## config.mk

```make
export PLATFORM = sky130hd
export DESIGN_NAME = fastram_ctrl
export DESIGN_NICKNAME = d
export VERILOG_FILES = /design/src/rtl/fastram_ctrl.sv
export SDC_FILE = /design/constraint.sdc
export NUM_CORES = 1
export LEC_CHECK = 0
export ABC_AREA = 1
export ABC_CLOCK_PERIOD_IN_PS = 3700
export CAP_MARGIN = 5
export CORE_MARGIN = 2
export CORE_UTILIZATION = 51
export DETAILED_ROUTE_END_ITERATION = 10
export PLACE_DENSITY = 0.81
export SETUP_SLACK_MARGIN = 0.4
export SKIP_LAST_GASP = 1
export SYNTH_ARGS = -nofsm -noshare
export SYNTH_HDL_FRONTEND = slang
export SYNTH_SLANG_ARGS = --single-unit
```

## constraint.sdc

```tcl
create_clock -name CLK -period 3.7 [get_ports CLK]
set_input_delay 0.74 -clock CLK [delete_from_list [all_inputs] [get_ports CLK]]
set_output_delay 0.74 -clock CLK [all_outputs]
set_load 0.05 [all_outputs]
```

## src/rtl/fastram_ctrl.sv

```systemverilog
// Clocked Zorro II fast-RAM controller: decodes 2MB slots to NUM_BANKS SRAM banks and sequences OE/WE/DTACK.
// Optional write protection is compiled in with `define FASTRAM_WP_EN (adds WP_MASK / WP_VIOLATION).
module fastram_ctrl #(
    parameter int NUM_BANKS      = 2,
    parameter int SLOTS_PER_BANK = 2,
    parameter int WAIT_STATES    = 1
) (
    input  logic                 CLK,
    input  logic                 RESET_n,
    input  logic [2:0]           A,
    input  logic                 RW_n,
    input  logic                 UDS_n,
    input  logic                 LDS_n,
    input  logic                 AS_n,
    input  logic [2:0]           BASE_RAM,
    input  logic                 RAM_CONFIGURED_n,
    input  logic [NUM_BANKS-1:0] BANK_EN,
`ifdef FASTRAM_WP_EN
    input  logic [NUM_BANKS-1:0] WP_MASK,
    output logic                 WP_VIOLATION,
`endif
    output logic [NUM_BANKS-1:0] OE_n,
    output logic [NUM_BANKS-1:0] WE_ODD_n,
    output logic [NUM_BANKS-1:0] WE_EVEN_n,
    output logic                 RAM_ACCESS,
    output logic                 DTACK_n
);

    typedef enum logic [1:0] {S_IDLE, S_WAIT, S_ACK, S_DONE} state_t;

    state_t                 state_reg, state_next;
    logic [2:0]             cnt_reg, cnt_next;
    logic [NUM_BANKS-1:0]   bank_reg, bank_next;
    logic                   rw_reg, rw_next;
    logic [NUM_BANKS-1:0]   oe_n_reg, oe_n_next;
    logic [NUM_BANKS-1:0]   we_odd_n_reg, we_odd_n_next;
    logic [NUM_BANKS-1:0]   we_even_n_reg, we_even_n_next;
    logic                   ram_access_reg, ram_access_next;
    logic                   dtack_n_reg, dtack_n_next;

    logic [2:0]             offset;
    logic [NUM_BANKS-1:0]   bank_sel_dec;
    logic                   hit;
    logic [NUM_BANKS-1:0]   sel;
    logic                   rw_sel;
    logic                   wr_blocked;

    // Slot offset wraps modulo 8 so a board based near the top of the Z2 window still decodes.
    assign offset = A - BASE_RAM;

    genvar gi;
    generate
        for (gi = 0; gi < NUM_BANKS; gi++) begin : g_bank_dec
            localparam logic [3:0] HI = 4'((gi + 1) * SLOTS_PER_BANK);
            localparam logic [3:0] LO = 4'(gi * SLOTS_PER_BANK);
            if (gi == 0) begin : g_first
                assign bank_sel_dec[gi] = ({1'b0, offset} < HI);
            end else begin : g_rest
                assign bank_sel_dec[gi] = ({1'b0, offset} >= LO) && ({1'b0, offset} < HI);
            end
        end
    endgenerate

    assign hit = !AS_n && !RAM_CONFIGURED_n && (|(bank_sel_dec & BANK_EN));

    // In IDLE the strobes follow the live decode; afterwards only the latched cycle attributes count.
    assign sel    = (state_reg == S_IDLE) ? bank_sel_dec : bank_reg;
    assign rw_sel = (state_reg == S_IDLE) ? RW_n : rw_reg;

`ifdef FASTRAM_WP_EN
    logic wp_reg, wp_next;
    logic wp_violation_reg, wp_violation_next;

    assign wr_blocked = (state_reg == S_IDLE) ? (|(bank_sel_dec & WP_MASK)) : wp_reg;
    assign wp_next    = wr_blocked;
    assign wp_violation_next = wp_violation_reg |
        ((state_next == S_ACK) && (state_reg != S_ACK) && !rw_sel && wr_blocked);

    always_ff @(posedge CLK or negedge RESET_n) begin
        if (!RESET_n) begin
            wp_reg           <= 1'b0;
            wp_violation_reg <= 1'b0;
        end else begin
            if (state_reg == S_IDLE) wp_reg <= wp_next;
            wp_violation_reg <= wp_violation_next;
        end
    end

    assign WP_VIOLATION = wp_violation_reg;
`else
    assign wr_blocked = 1'b0;
`endif

    always_ff @(posedge CLK or negedge RESET_n) begin
        if (!RESET_n) begin
            state_reg      <= S_IDLE;
            cnt_reg        <= 3'd0;
            bank_reg       <= '0;
            rw_reg         <= 1'b1;
            oe_n_reg       <= '1;
            we_odd_n_reg   <= '1;
            we_even_n_reg  <= '1;
            ram_access_reg <= 1'b0;
            dtack_n_reg    <= 1'b1;
        end else begin
            state_reg      <= state_next;
            cnt_reg        <= cnt_next;
            bank_reg       <= bank_next;
            rw_reg         <= rw_next;
            oe_n_reg       <= oe_n_next;
            we_odd_n_reg   <= we_odd_n_next;
            we_even_n_reg  <= we_even_n_next;
            ram_access_reg <= ram_access_next;
            dtack_n_reg    <= dtack_n_next;
        end
    end

    always_comb begin
        state_next = state_reg;
        cnt_next   = cnt_reg;
        bank_next  = bank_reg;
        rw_next    = rw_reg;
        case (state_reg)
            S_IDLE: begin
                if (hit) begin
                    bank_next  = bank_sel_dec;
                    rw_next    = RW_n;
                    cnt_next   = 3'(WAIT_STATES);
                    state_next = (WAIT_STATES == 0) ? S_ACK : S_WAIT;
                end
            end
            S_WAIT: begin
                cnt_next = cnt_reg - 3'd1;
                if (AS_n)                state_next = S_DONE;
                else if (cnt_reg == 3'd1) state_next = S_ACK;
            end
            S_ACK: begin
                if (AS_n) state_next = S_DONE;
            end
            default: begin
                cnt_next   = 3'd0;
                state_next = S_IDLE;
            end
        endcase
    end

    // Output registers are loaded from the state being entered, so strobes track sampled DS one edge later.
    always_comb begin
        oe_n_next       = '1;
        we_odd_n_next   = '1;
        we_even_n_next  = '1;
        ram_access_next = 1'b0;
        dtack_n_next    = 1'b1;
        if (state_next == S_WAIT || state_next == S_ACK) begin
            ram_access_next = 1'b1;
            dtack_n_next    = (state_next != S_ACK);
            if (rw_sel) begin
                oe_n_next = ~(sel & {NUM_BANKS{!(UDS_n & LDS_n)}});
            end else if (!wr_blocked) begin
                we_even_n_next = ~(sel & {NUM_BANKS{!UDS_n}});
                we_odd_n_next  = ~(sel & {NUM_BANKS{!LDS_n}});
            end
        end
    end

    assign OE_n       = oe_n_reg;
    assign WE_ODD_n   = we_odd_n_reg;
    assign WE_EVEN_n  = we_even_n_reg;
    assign RAM_ACCESS = ram_access_reg;
    assign DTACK_n    = dtack_n_reg;

endmodule

```

Word-level counts from Yosys, hierarchy flattened:

Index checks and enable logic that the tools add are counted.

* $add $sub $neg: 2
* $lt $le $gt $ge: 3
* equal/unequal tests: 7
* mux-type cells: 17
* bitwise logic cells: 9
* reductions and logical operators: 13

Operators by type and width (count)
* 2-bit 2-to-1 mux: 11
* 3-bit one-hot mux with 3 select lines: 1
* 2-bit AND: 4
* 2-bit NOT: 3
* 2-bit one-hot mux with 3 select lines: 1
* 1-bit zero test: 5
* 2-bit by 1-bit equality test with 1-bit output (second input constant): 2
* 2-bit equality test (second input constant): 2
* 2-bit inequality test (second input constant): 2
* 2-bit AND reduction: 2
* 3-bit by 1-bit equality test with 1-bit output (second input constant): 1
* 3-bit by 2-bit >= comparator with 1-bit output (second input constant): 1
* 1-bit logical AND: 3
* 3-bit by 2-bit less-than comparator with 1-bit output (second input constant): 1
* 3-bit less-than comparator (second input constant): 1
* 1-bit 2-to-1 mux: 3
* 3-bit 2-to-1 mux: 1
* 3-bit by 1-bit subtractor with 3-bit output (second input constant): 1
* 3-bit subtractor: 1
* 2-bit zero test: 1
* 2-bit OR reduction: 1
* 1-bit AND: 1
* 1-bit logical OR: 1
* 1-bit NOT: 1

* flip-flop bits (word level): 16
* output and inout port bits: 8
* logic and storage cells: 60

Logic depth before layout (Yosys ltp):

Gate-level depths: netlist of run 1.

* depth after elaboration: 11
* depth in mapped cells: 17
* depth with buffers taken out: 17

Worst setup path before layout of run 1:

No wires, ideal clock.

* path kind: input to register
* start: input port A[0]
* end: register we_even_n_reg[0], in the netlist WE_EVEN_n[0]
* data arrival time: 2.503 ns
* required time: 3.605 ns
* path slack: 1.102 ns
* stages on the path: 17
* cells stage by stage: inv_1 > ha_1 > inv_1 > fa_1 > inv_1 > nand3_2 > nand2_2 > nand3_1 > nand2_2 > nand3_4 > nand2_2 > inv_1 > ha_1 > inv_1 > nand2_1 > nor2_1 > nand3_1

* longest elaborated chain between the ends: 11
* elaborated cells on any way between the ends: 18

RTL lines
* start, declared: RTL line 10 `input logic [2:0] A,`
* 3-bit subtractor (*): RTL line 49 `assign offset = A - BASE_RAM;`
* 3-bit by 2-bit >= comparator with 1-bit output / 3-bit less-than comparator (equally long branches): RTL line 59 `assign bank_sel_dec[gi] = ({1'b0, offset} >= LO) && ({1'b0, offset} < HI);`
* 1-bit logical AND: RTL line 59
* 2-bit AND (*): RTL line 64 `assign hit = !AS_n && !RAM_CONFIGURED_n && (|(bank_sel_dec & BANK_EN));`
* 2-bit OR reduction (*): RTL line 64
* 1-bit logical AND (*): RTL line 64
* 2-bit 2-to-1 mux (*): RTL line 125 `if (hit) begin`
* 2-bit one-hot mux with 3 select lines (*): RTL line 123 `case (state_reg)`
* net state_next[0]: RTL line 31 `state_t state_reg, state_next;`
* 2-bit by 1-bit equality test with 1-bit output / 2-bit equality test (equally long branches): RTL line 154 `if (state_next == S_WAIT || state_next == S_ACK) begin`
* 1-bit logical OR (*): RTL line 154
* 2-bit 2-to-1 mux (*): RTL line 154
* net we_even_n_next[0]: RTL line 37 `logic [NUM_BANKS-1:0] we_even_n_reg, we_even_n_next;`
* end signal, assigned: RTL line 112 `we_even_n_reg <= we_even_n_next;`
* end, declared: RTL line 37

Mark *: on every way through the listed nets, which the timed path passes. The rest lies on a longest branch.
A chain may end at the register's enable or synchronous reset.

Worst setup path in the final report of run 1:

* start: input port A[0]
* end: register we_odd_n_reg[0], in the netlist WE_ODD_n[0]

* longest elaborated chain between the ends: 11
* elaborated cells on any way between the ends: 18

RTL lines
* 3-bit subtractor (*): RTL line 49
* 3-bit by 2-bit >= comparator with 1-bit output / 3-bit less-than comparator (equally long branches): RTL line 59
* 1-bit logical AND: RTL line 59
* 2-bit AND (*): RTL line 64
* 2-bit OR reduction (*): RTL line 64
* 1-bit logical AND (*): RTL line 64
* 2-bit 2-to-1 mux (*): RTL line 125
* 2-bit one-hot mux with 3 select lines (*): RTL line 123
* net state_next[0]: RTL line 31
* 2-bit by 1-bit equality test with 1-bit output / 2-bit equality test (equally long branches): RTL line 154
* 1-bit logical OR (*): RTL line 154
* 2-bit 2-to-1 mux (*): RTL line 154
* net we_odd_n_next[0]: RTL line 36 `logic [NUM_BANKS-1:0] we_odd_n_reg, we_odd_n_next;`
* end signal, assigned: RTL line 111 `we_odd_n_reg <= we_odd_n_next;`
* end, declared: RTL line 36

Marks and branches as above.

==> results.md, run 1 <==
- Status: completed
- Met3 Use GR: 1.57%
- Fmax: ~340 MHz
- Worst skew pair latency: 0.27 ns
- Synth Area in Compound Gates: just over 7%
- Initial antenna violation count: 0
- Post-synth EDFFs: 0
- First-pass GRT wire length: 2810 um
- DRC viols: 0
- Setup ws final: 0.756 ns
- Non-Filler Instances: approximately 150
- Hold/Removal Path Class: register to register
- Final hold vios: 0
- Most frequent cell after synthesis: nand2_1
- Vias per cell: ~5.0
- Post-synth net total: between 100 and 150
- Yosys top cell area share: between 20% and 30%
- Dpl cells: about 150
- Peak supply drop: roughly 0.00034 V
- Clock root cell: clkbuf_4
- Synth top area cells: dfstp_2 (23%), dfrtp_1 (22%), nand2_1 (12%)
- Die Height: about 46 um
- Nets: 157
- Drt pass-1 iters: 4
- Ratio of cells with drive above 1 in the final layout: a little under a fifth
- Critical path class: input pin to register
- Met2 Track Usage GR: between 30% and 40%
- Area Overhead vs Synth: 30.7%
- Met1 Track Usage GR: between 20% and 30%
- Adder-cell share of the synthesized area: between 7 and 8%
- Fin Setup TNS: 0 ns
- Crit path max fanout: 6
- Area of the core: 1690 um2
- Clock Pin Slew Worst Setup and Hold Paths: 0.09 ns
- Die span in x: 46.1 um
- Post-Synth Simple-Gate Area: 28.8%
- Setup Buffers After CTS: 0
- Initial Util: around 53%
- Cell count after synthesis: between 100 and 150
- Worst hold slack: around 0.48 ns
- DR vias: about 760
- Port bufs: 22
- Count of state elements after synthesis: 16
- Slew @ Worst Pin: approximately 0.66 ns
- Post-CTS Hold Buffers: 0
- Worst path max stage delay: ~0.45 ns
- Total CTS buffers: 3
- RSZ-0062 raised after global routing: false
- Clk_skew: approximately 0.0034 ns
- CP Cell Sequence: clkdlybuf4s50_1 -> inv_1 -> ha_1 -> inv_1 -> fa_1 -> inv_1 -> nand3_1 -> nand2_2 -> nand3_4 -> nand2_2 -> inv_1 -> ha_1 -> inv_1 -> nand2_1 -> nor2_1 -> nand3_1
- Wire per inst: 10.7 um
- Maxcap violations: 0
- Final worst path period share: 79.6%
- Post-synthesis mux area share: 0%
- Post-synth top cells: nand2_1 (28), inv_1 (23), nand3_1 (11), dfrtp_1 (8), dfstp_2 (8)
- Vias in the first global route: approximately 700
- CP Launch Type: input pin
- Post-synth top flop: dfstp_2
- Post-synthesis xor/xnor area fraction: 0%
- Minimum clock period: just under 3 ns
- Synth area leader: dfstp_2
- Power Dens Cells: 745 nW/um2
- # resized after CTS: 0
- Avg Cell Area, Syn: 8.21 um2
- FFs w/ async S/R, synth: 100%
- # clock sinks: 16
- Post-DRT Antenna Nets: 0
- Most frequent CP cell: inv_1
- Critical Path RT: about 3.9 ns
- N_diodes: 0
- DP Area: roughly 1100 um2
- IO Pins: 23
- Most Crowded Layer GR: met2
- Routability cong.: approximately 0.75
- Hpwl dp: 1410 um
- Bufs on Longest Clock Path: 2
- Syn. warnings: 0
- Die Footprint: around 2100 um2
- Largest net degree at the start of global routing: 17
- CTS H-tree depth: 1
- Largest register FFs: 3
- CTS tree: built
- Buf+Inv Stages, Crit Path: 6
- Unique cell type count in the Yosys netlist: 20
- Cell family with most CP delay: adder cells
- Largest family of logic cells by synthesized area: simple AND/OR/NAND/NOR gates
- CP max-delay cell: clkdlybuf4s50_1
- GR Overflow Total: 0
- Fin. max-slew vios: 0
- Drt total wl: approximately 1600 um
- Initial DRC Count: 9
- Pleak: approximately 0.6 nW
- GR Util All Layers: a little under a fifth
- Synthesized area: ~900 um2
- Rows: 15
- Sequential area share after synthesis: 45.4%
- # setup viols final: 0
- Worst setup EP type: register
- Fin area: around 1200 um2
- Worst slack, placed: approximately 0.45 ns
- Rel. slew slack: a little under three fifths
- CP Data Arrival Time: 3.12 ns
layout make-up:
cell class                 count  area, um2
tap                           17       21.3
clock buffer                   4       36.3
sequential                    16        410
timing repair buffer          22        220
inverter                      26       97.6
fill                         141        508
multi-input combinational     68        395
per-stage QoR:
| step | utilization (%) | total power, mW |
|---|---|---|
| after floorplan | - | 0.642 |
| after global placement | 67.8 | 0.753 |
| after detailed placement | 67.8 | 0.773 |
| after CTS | 69.9 | 0.884 |
| after global routing | 69.9 | 0.952 |
| final | 69.9 | 0.880 |
where the power goes:
group          switching, mW  internal, mW
Combinational          0.307         0.165
Clock                 0.0500        0.0597
Sequential            0.0377         0.261
worst paths after layout:
| path | slack [ns] | depth (start not counted) | startpoint | to |
|---|---|---|---|---|
| worst max-delay path | 0.76 | 16 | A[0] | WE_ODD_n[0] |
| min in group asynchronous | 0.87 | 1 | RESET_n | state_reg[1] |
| worst max register to register | 1.77 | 13 | cnt_reg[1] | WE_ODD_n[0] |
| worst min-delay path | 0.48 | 2 | cnt_reg[1] | cnt_reg[1] |
| worst min register to register | 0.48 | 2 | cnt_reg[1] | cnt_reg[1] |
| max in group asynchronous | 2.41 | 1 | RESET_n | bank_reg[0] |
layer usage:
layer  wire length, um  part of all wire (%)  vias up
met4                14                  0.85        0
met5                 0                     0        -
li1                  -                     -      384
met2               878                    54       19
met3                48                   2.9        2
met1               698                    43      353
cells in the final DEF, fill, tap and decap left out, drive strengths merged:
cell,Yosys,routed
nand2,31,31
inv,26,26
clkdlybuf4s50,0,22
nand3,13,13
dfstp,8,8
dfrtp,8,8
nor2,7,7
o21ai,6,6
ha,4,4
clkbuf,0,4
or2,2,2
a21oi,1,1
a21boi,1,1
a31oi,1,1
a211oi,1,1
fa,1,1
kinds of logic (layout without fill, tap and decap cells):
logic type,Yosys count,after routing
buffers and inverters,26,52
adder cells (fa/ha/maj),5,5
AND/OR/NAND/NOR,53,53
AO/OA/AOI/OAI,10,10
flip-flops,16,16
tightest hold or removal path: stages (launching register included):
cell	delay (ns)
dfrtp_1	0.35
nand2_1	0.05
nand2_1	0.05
Note: power is estimated with default switching activity, not from simulation.
==> inputs of run 2 (changes only) <==
--- a/config.mk
+++ b/config.mk
@@ -6,12 +6,12 @@
 export NUM_CORES = 1
 export LEC_CHECK = 0
 export ABC_AREA = 1
-export ABC_CLOCK_PERIOD_IN_PS = 3700
+export ABC_CLOCK_PERIOD_IN_PS = 2400
 export CAP_MARGIN = 5
 export CORE_MARGIN = 2
-export CORE_UTILIZATION = 51
+export CORE_UTILIZATION = 42
 export DETAILED_ROUTE_END_ITERATION = 10
-export PLACE_DENSITY = 0.81
+export PLACE_DENSITY = 0.71
 export SETUP_SLACK_MARGIN = 0.4
 export SKIP_LAST_GASP = 1
 export SYNTH_ARGS = -nofsm -noshare
==> constraint.sdc (replaced) <==
create_clock -name CLK -period 2.4 [get_ports CLK]
set_input_delay 0.48 -clock CLK [delete_from_list [all_inputs] [get_ports CLK]]
set_output_delay 0.48 -clock CLK [all_outputs]
set_load 0.05 [all_outputs]
==> results.md, run 2 (synthesis results as in run 1) <==
- Initial DRC Count: 12
- DRC viols: 0
- Drt pass-1 iters: 4
- Clock root cell: clkbuf_4
- Largest net degree at the start of global routing: 17
- Overall Power: ~1.4 mW
- Slew @ Worst Pin: about 0.67 ns
- Initial Util: between 40% and 50%
- Critical Path RT: ~2.6 ns
- Hpwl dp: around 1400 um
- Worst slack, placed: -0.475 ns
- Total CTS buffers: 3
- # clock sinks: 16
- Die span in x: 50.4 um
- Initial antenna violation count: 0
- Minimum clock period: about 2.0 ns
- Routability cong.: between 0.8 and 0.9
- Maxcap violations: 0
- GR Util All Layers: roughly 17%
- Die Height: 50.4 um
- Worst skew pair latency: about 0.29 ns
- Reg2Reg Setup Slack: approximately 0.61 ns
- Vias per cell: around 4.7
- CP Data Arrival Time: about 2.2 ns
- Nets: ~170
- Clock Pin Slew Worst Setup and Hold Paths: 0.09 ns
- Rel. slew slack: 54.9%
- Worst Hold End: cnt_reg[1]
- Power Dens Cells: between 1000 and 1500 nW/um2
- N_diodes: 0
- Drt total wl: between 1500 and 2000 um
- Worst setup EP type: register
- Critical path startpoint: BASE_RAM[0]
- RSZ-0062 raised after global routing: true
- Final worst path period share: about 85%
- Most frequent cells in the layout: nand2_1 (27), inv_1 (16), clkdlybuf4s50_1 (11)
- Bufs on Longest Clock Path: 2
- Ratio of cells with drive above 1 in the final layout: roughly 36%
- Fin util: approximately two thirds
- Critical path class: input pin to register
- Hold/Removal Path Class: register to register
- Vias in the first global route: between 800 and 900
- CTS tree: built
- Fmax: between 400 and 500 MHz
- Clk_skew: roughly 0.0057 ns
- GR Overflow Total: 0
- CTS H-tree depth: 1
- Die Footprint: ~2500 um2
- Commonest non-fill, non-tap cell in the layout: nand2_1
- Area Overhead vs Synth: 45.6%
- Pleak: ~0.62 nW
- Rows: 16
- Reg2reg path depth: 11
- DR vias: about 800
- Peak supply drop: roughly 0.00055 V
- Wire per inst: approximately 10 um
- Post-DRT Antenna Nets: 0
- Worst R2R Start: state_reg[0]
- Status: completed
- Crit path max fanout: 3
- First-pass GRT wire length: between 3000 and 4000 um
- CP Launch Type: input pin
- # setup viols final: 0
- Final hold vios: 0
- Setup ws final: about 0.37 ns
- Worst R2R End: WE_ODD_n[1]
- Post-CTS Hold Buffers: 0
- Hold Path Depth: 2
- Fin. max-slew vios: 0
- IO Pins: 23
- Startpoint of the worst hold path: cnt_reg[1]
- Area of the core: ~2000 um2
- Largest register FFs: 3
- Port bufs: 22
[run 2: how the worst max path moves through the flow]
stage	slack (ns)	endpoint
final	0.37	WE_ODD_n[1]
after global routing	0.25	WE_ODD_n[1]
after CTS	0.36	WE_ODD_n[1]
after detailed placement	-0.47	WE_EVEN_n[1]
after global placement	-0.43	WE_EVEN_n[1]
after floorplan	0.19	WE_EVEN_n[0]
[run 2: layout make-up]
cell class                      count  area, um2
Tap cell                           27       33.8
Timing Repair Buffer               30        269
Multi-Input combinational cell     68        465
Inverter                           26        110
Fill cell                         170        687
Sequential cell                    16        410
Clock buffer                        4       26.3
[run 2: routing by layer]
layer	global-route usage (%)	part of all wire [%]	wire (um)
met4	12.2	3.9	69
met2	32.2	51	897
met3	0.893	3.1	55
met5	0	0	0
met1	17.8	42	734
[run 2: what timing repair did]
action | 4_1_cts | 5_1_grt
setup buffers | 3 | 0
setup endpoints to repair | 22 | 6
pin swaps | 9 | 2
gates resized for setup | 22 | 5
[run 2: report_power, final]
group | switching (mW) | leakage [nW] | internal (mW)
Combinational | 0.528 | 0.421 | 0.303
Sequential | 0.0573 | 0.186 | 0.401
Clock | 0.0843 | 0.0150 | 0.0646
[run 2: through the flow]
step | area (um2) | hold slack [ns] | std cells | TNS (ns)
detailed placement | 1250 | 0.467 | 164 | -3.75
global placement | 1250 | 0.454 | 164 | -3.28
finish | 1320 | 0.479 | 171 | 0
global route | 1320 | 0.499 | 171 | 0
floorplan | 961 | 0.184 | 110 | 0
CTS | 1290 | 0.488 | 171 | 0
[run 2: critical path: stages]
cell and delay, ns:
buf_2 0.11, ha_4 0.15, inv_2 0.05, fa_2 0.47, inv_2 0.08, nand3_2 0.07
nand2_2 0.10, nand3_4 0.07, nand2_2 0.08, inv_2 0.04, ha_4 0.21, inv_2 0.06
nand2_4 0.06, nor2_4 0.11, nand3_1 0.08
==> inputs of run 3 (changes only) <==
--- a/config.mk
+++ b/config.mk
@@ -6,12 +6,12 @@
 export NUM_CORES = 1
 export LEC_CHECK = 0
 export ABC_AREA = 1
-export ABC_CLOCK_PERIOD_IN_PS = 2400
+export ABC_CLOCK_PERIOD_IN_PS = 1900
 export CAP_MARGIN = 5
 export CORE_MARGIN = 2
-export CORE_UTILIZATION = 42
+export CORE_UTILIZATION = 47
 export DETAILED_ROUTE_END_ITERATION = 10
-export PLACE_DENSITY = 0.71
+export PLACE_DENSITY = 0.75
 export SETUP_SLACK_MARGIN = 0.4
 export SKIP_LAST_GASP = 1
 export SYNTH_ARGS = -nofsm -noshare
==> constraint.sdc (replaced) <==
create_clock -name CLK -period 1.9 [get_ports CLK]
set_input_delay 0.38 -clock CLK [delete_from_list [all_inputs] [get_ports CLK]]
set_output_delay 0.38 -clock CLK [all_outputs]
set_load 0.05 [all_outputs]
==> results.md, run 3 (synthesis results as in run 1) <==
- Drt total wl: 1970 um
- Commonest non-fill, non-tap cell in the layout: nand2_1
- Rows: 15
- Routability cong.: between 0.8 and 0.9
- Bufs on Longest Clock Path: 2
- # setup viols final: 6
- CP Launch Type: input pin
- P_sw: between 0.9 and 1 mW
- Ratio of cells with drive above 1 in the final layout: 48.0%
- Vias in the first global route: 779
- RSZ-0062 raised after global routing: true
- Initial Util: roughly 51%
- Total CTS buffers: 3
- GR Util All Layers: between 20 and 25%
- CP Data Arrival Time: about 2.2 ns
- Vias per cell: 4.61
- Flop pwr share: between 20% and 30%
- Failing checks: negative setup slack
- CP max-delay cell: fa_2
- Clock root cell: clkbuf_4
- Nets: 169
- Fin. max-slew vios: 0
- Clk_skew: around 0.0078 ns
- Area Overhead vs Synth: 53.2%
- Setup ws final: -0.0526 ns
- Fmax: about 510 MHz
- First-pass GRT wire length: ~3200 um
- Final hold vios: 0
- Worst path max stage delay: between 0.5 and 0.6 ns
- CTS H-tree depth: 1
- Overall Power: roughly 2.0 mW
- Worst skew pair latency: 0.29 ns
- Area of the core: 1760 um2
- Worst slack, placed: -0.906 ns
- Rel. slew slack: 81.7%
- Largest net degree at the start of global routing: 17
- Drt pass-1 iters: 6
- Hpwl dp: around 1300 um
- Critical path class: input pin to register
- Clk pwr share: 11.6%
- DP Area: around 1200 um2
- Port bufs: 22
- Maxcap violations: 0
- Slew @ Worst Pin: ~0.27 ns
- Critical Path RT: around 2.1 ns
- Crit path max fanout: 3
- CP Cell Sequence: buf_8 -> inv_12 -> ha_4 -> inv_2 -> fa_2 -> nand3_2 -> nand2_2 -> nand3_4 -> nand2_4 -> inv_2 -> ha_4 -> a211oi_2 -> nand3_1
- Peak supply drop: roughly 0.0009 V
- Initial antenna violation count: 0
- Worst hold slack: between 0.3 and 0.4 ns
- GR Overflow Total: 0
- Die Footprint: between 2000 and 2500 um2
- Fin Setup TNS: -0.230 ns
- Status: complete, but fails checks
- Initial DRC Count: 7
- Hold/Removal Path Class: input pin to async pin
- Wire per inst: ~11 um
- CTS tree: built
- Pleak: 0.662 nW
- Largest register FFs: 3
- Power Dens Cells: about 1400 nW/um2
- DRC viols: 0
- Die Height: around 48 um
- # clock sinks: 16
- Worst setup EP type: register
- Logic pwr share: 58.9%
- N_diodes: 0
- DR vias: roughly 800
- Final worst path period share: 103%
- Most frequent cells in the layout: nand2_1 (25), buf_4 (17), inv_1 (15)
- Sw frac: around 46%
- Fin area: roughly 1400 um2
- Internal power: between 1 and 1.5 mW
- Post-DRT Antenna Nets: 0
- IO Pins: 23
- Clock Pin Slew Worst Setup and Hold Paths: about 0.1 ns
- Minimum clock period: 1.95 ns
- Die span in x: 47.8 um
## run 3: cell count changes in the layout (fill, tap and decap cells not counted), sizes merged
cell           previous run  this run
dlygate4sd2               9         2
buf                      10        21
clkdlybuf4s15             0         1
clkdlybuf4s50            11        10
## run 3: stage by stage
stage          instances  util, %
4_1_cts              171     76.5
5_1_grt              173     78.4
3_5_place_dp         164     70.7
3_3_place_gp         164     70.7
2_1_floorplan        110        -
6_report             173     78.4
## run 3: layout make-up
cell class | instances | area (um2)
Timing Repair Buffer | 34 | 299
Inverter | 26 | 115
Clock buffer | 4 | 36.3
Multi-Input combinational cell | 68 | 492
Sequential cell | 16 | 410
Tap cell | 25 | 31.3
Fill cell | 135 | 380
## run 3: path summary, 6_finish.rpt
kind                       startpoint      endpoint  slack, ns  cells past startpoint
max                              A[0]       OE_n[0]      -0.05                     13
min                           RESET_n  state_reg[1]       0.39                      2
max reg2reg                cnt_reg[1]       OE_n[0]       0.08                     11
min reg2reg                cnt_reg[1]    cnt_reg[1]       0.48                      2
max in group asynchronous     RESET_n        rw_reg       1.25                      2
min in group CLK           cnt_reg[1]    cnt_reg[1]       0.48                      2
## run 3: worst max-delay path: cells and delay by family
kind                       cells  cell delay (ns)
adders and majority gates      3             0.90
and+or+nand+nor                5             0.47
buffers and inverters          4             0.22
AOI/OAI and AO/OA              1             0.20
## run 3: power groups by stage
stage               sequential, mW  combinational, mW  clock, mW
floorplan                    0.790              0.531          0
global placement             0.583              0.992          0
detailed placement           0.591               1.02          0
CTS                          0.584               1.11      0.232
global route                 0.601               1.29      0.245
finish                       0.586               1.17      0.230
## run 3: metal layers
layer | global-route usage, % | wire length [um] | up-vias
met5 | 0 | 0 | -
met1 | 22.4 | 794 | 361
met2 | 35.5 | 1020 | 23
met4 | 15.1 | 62 | 0
li1 | - | - | 409
met3 | 3.02 | 95 | 4
## run 3: repair_timing
item	CTS	global route
pin swaps	10	4
hold endpoints to repair	0	0
hold buffers	0	0
endpoints found under the setup margin	16	15
buffers inserted	3	2
gates resized for setup	28	5
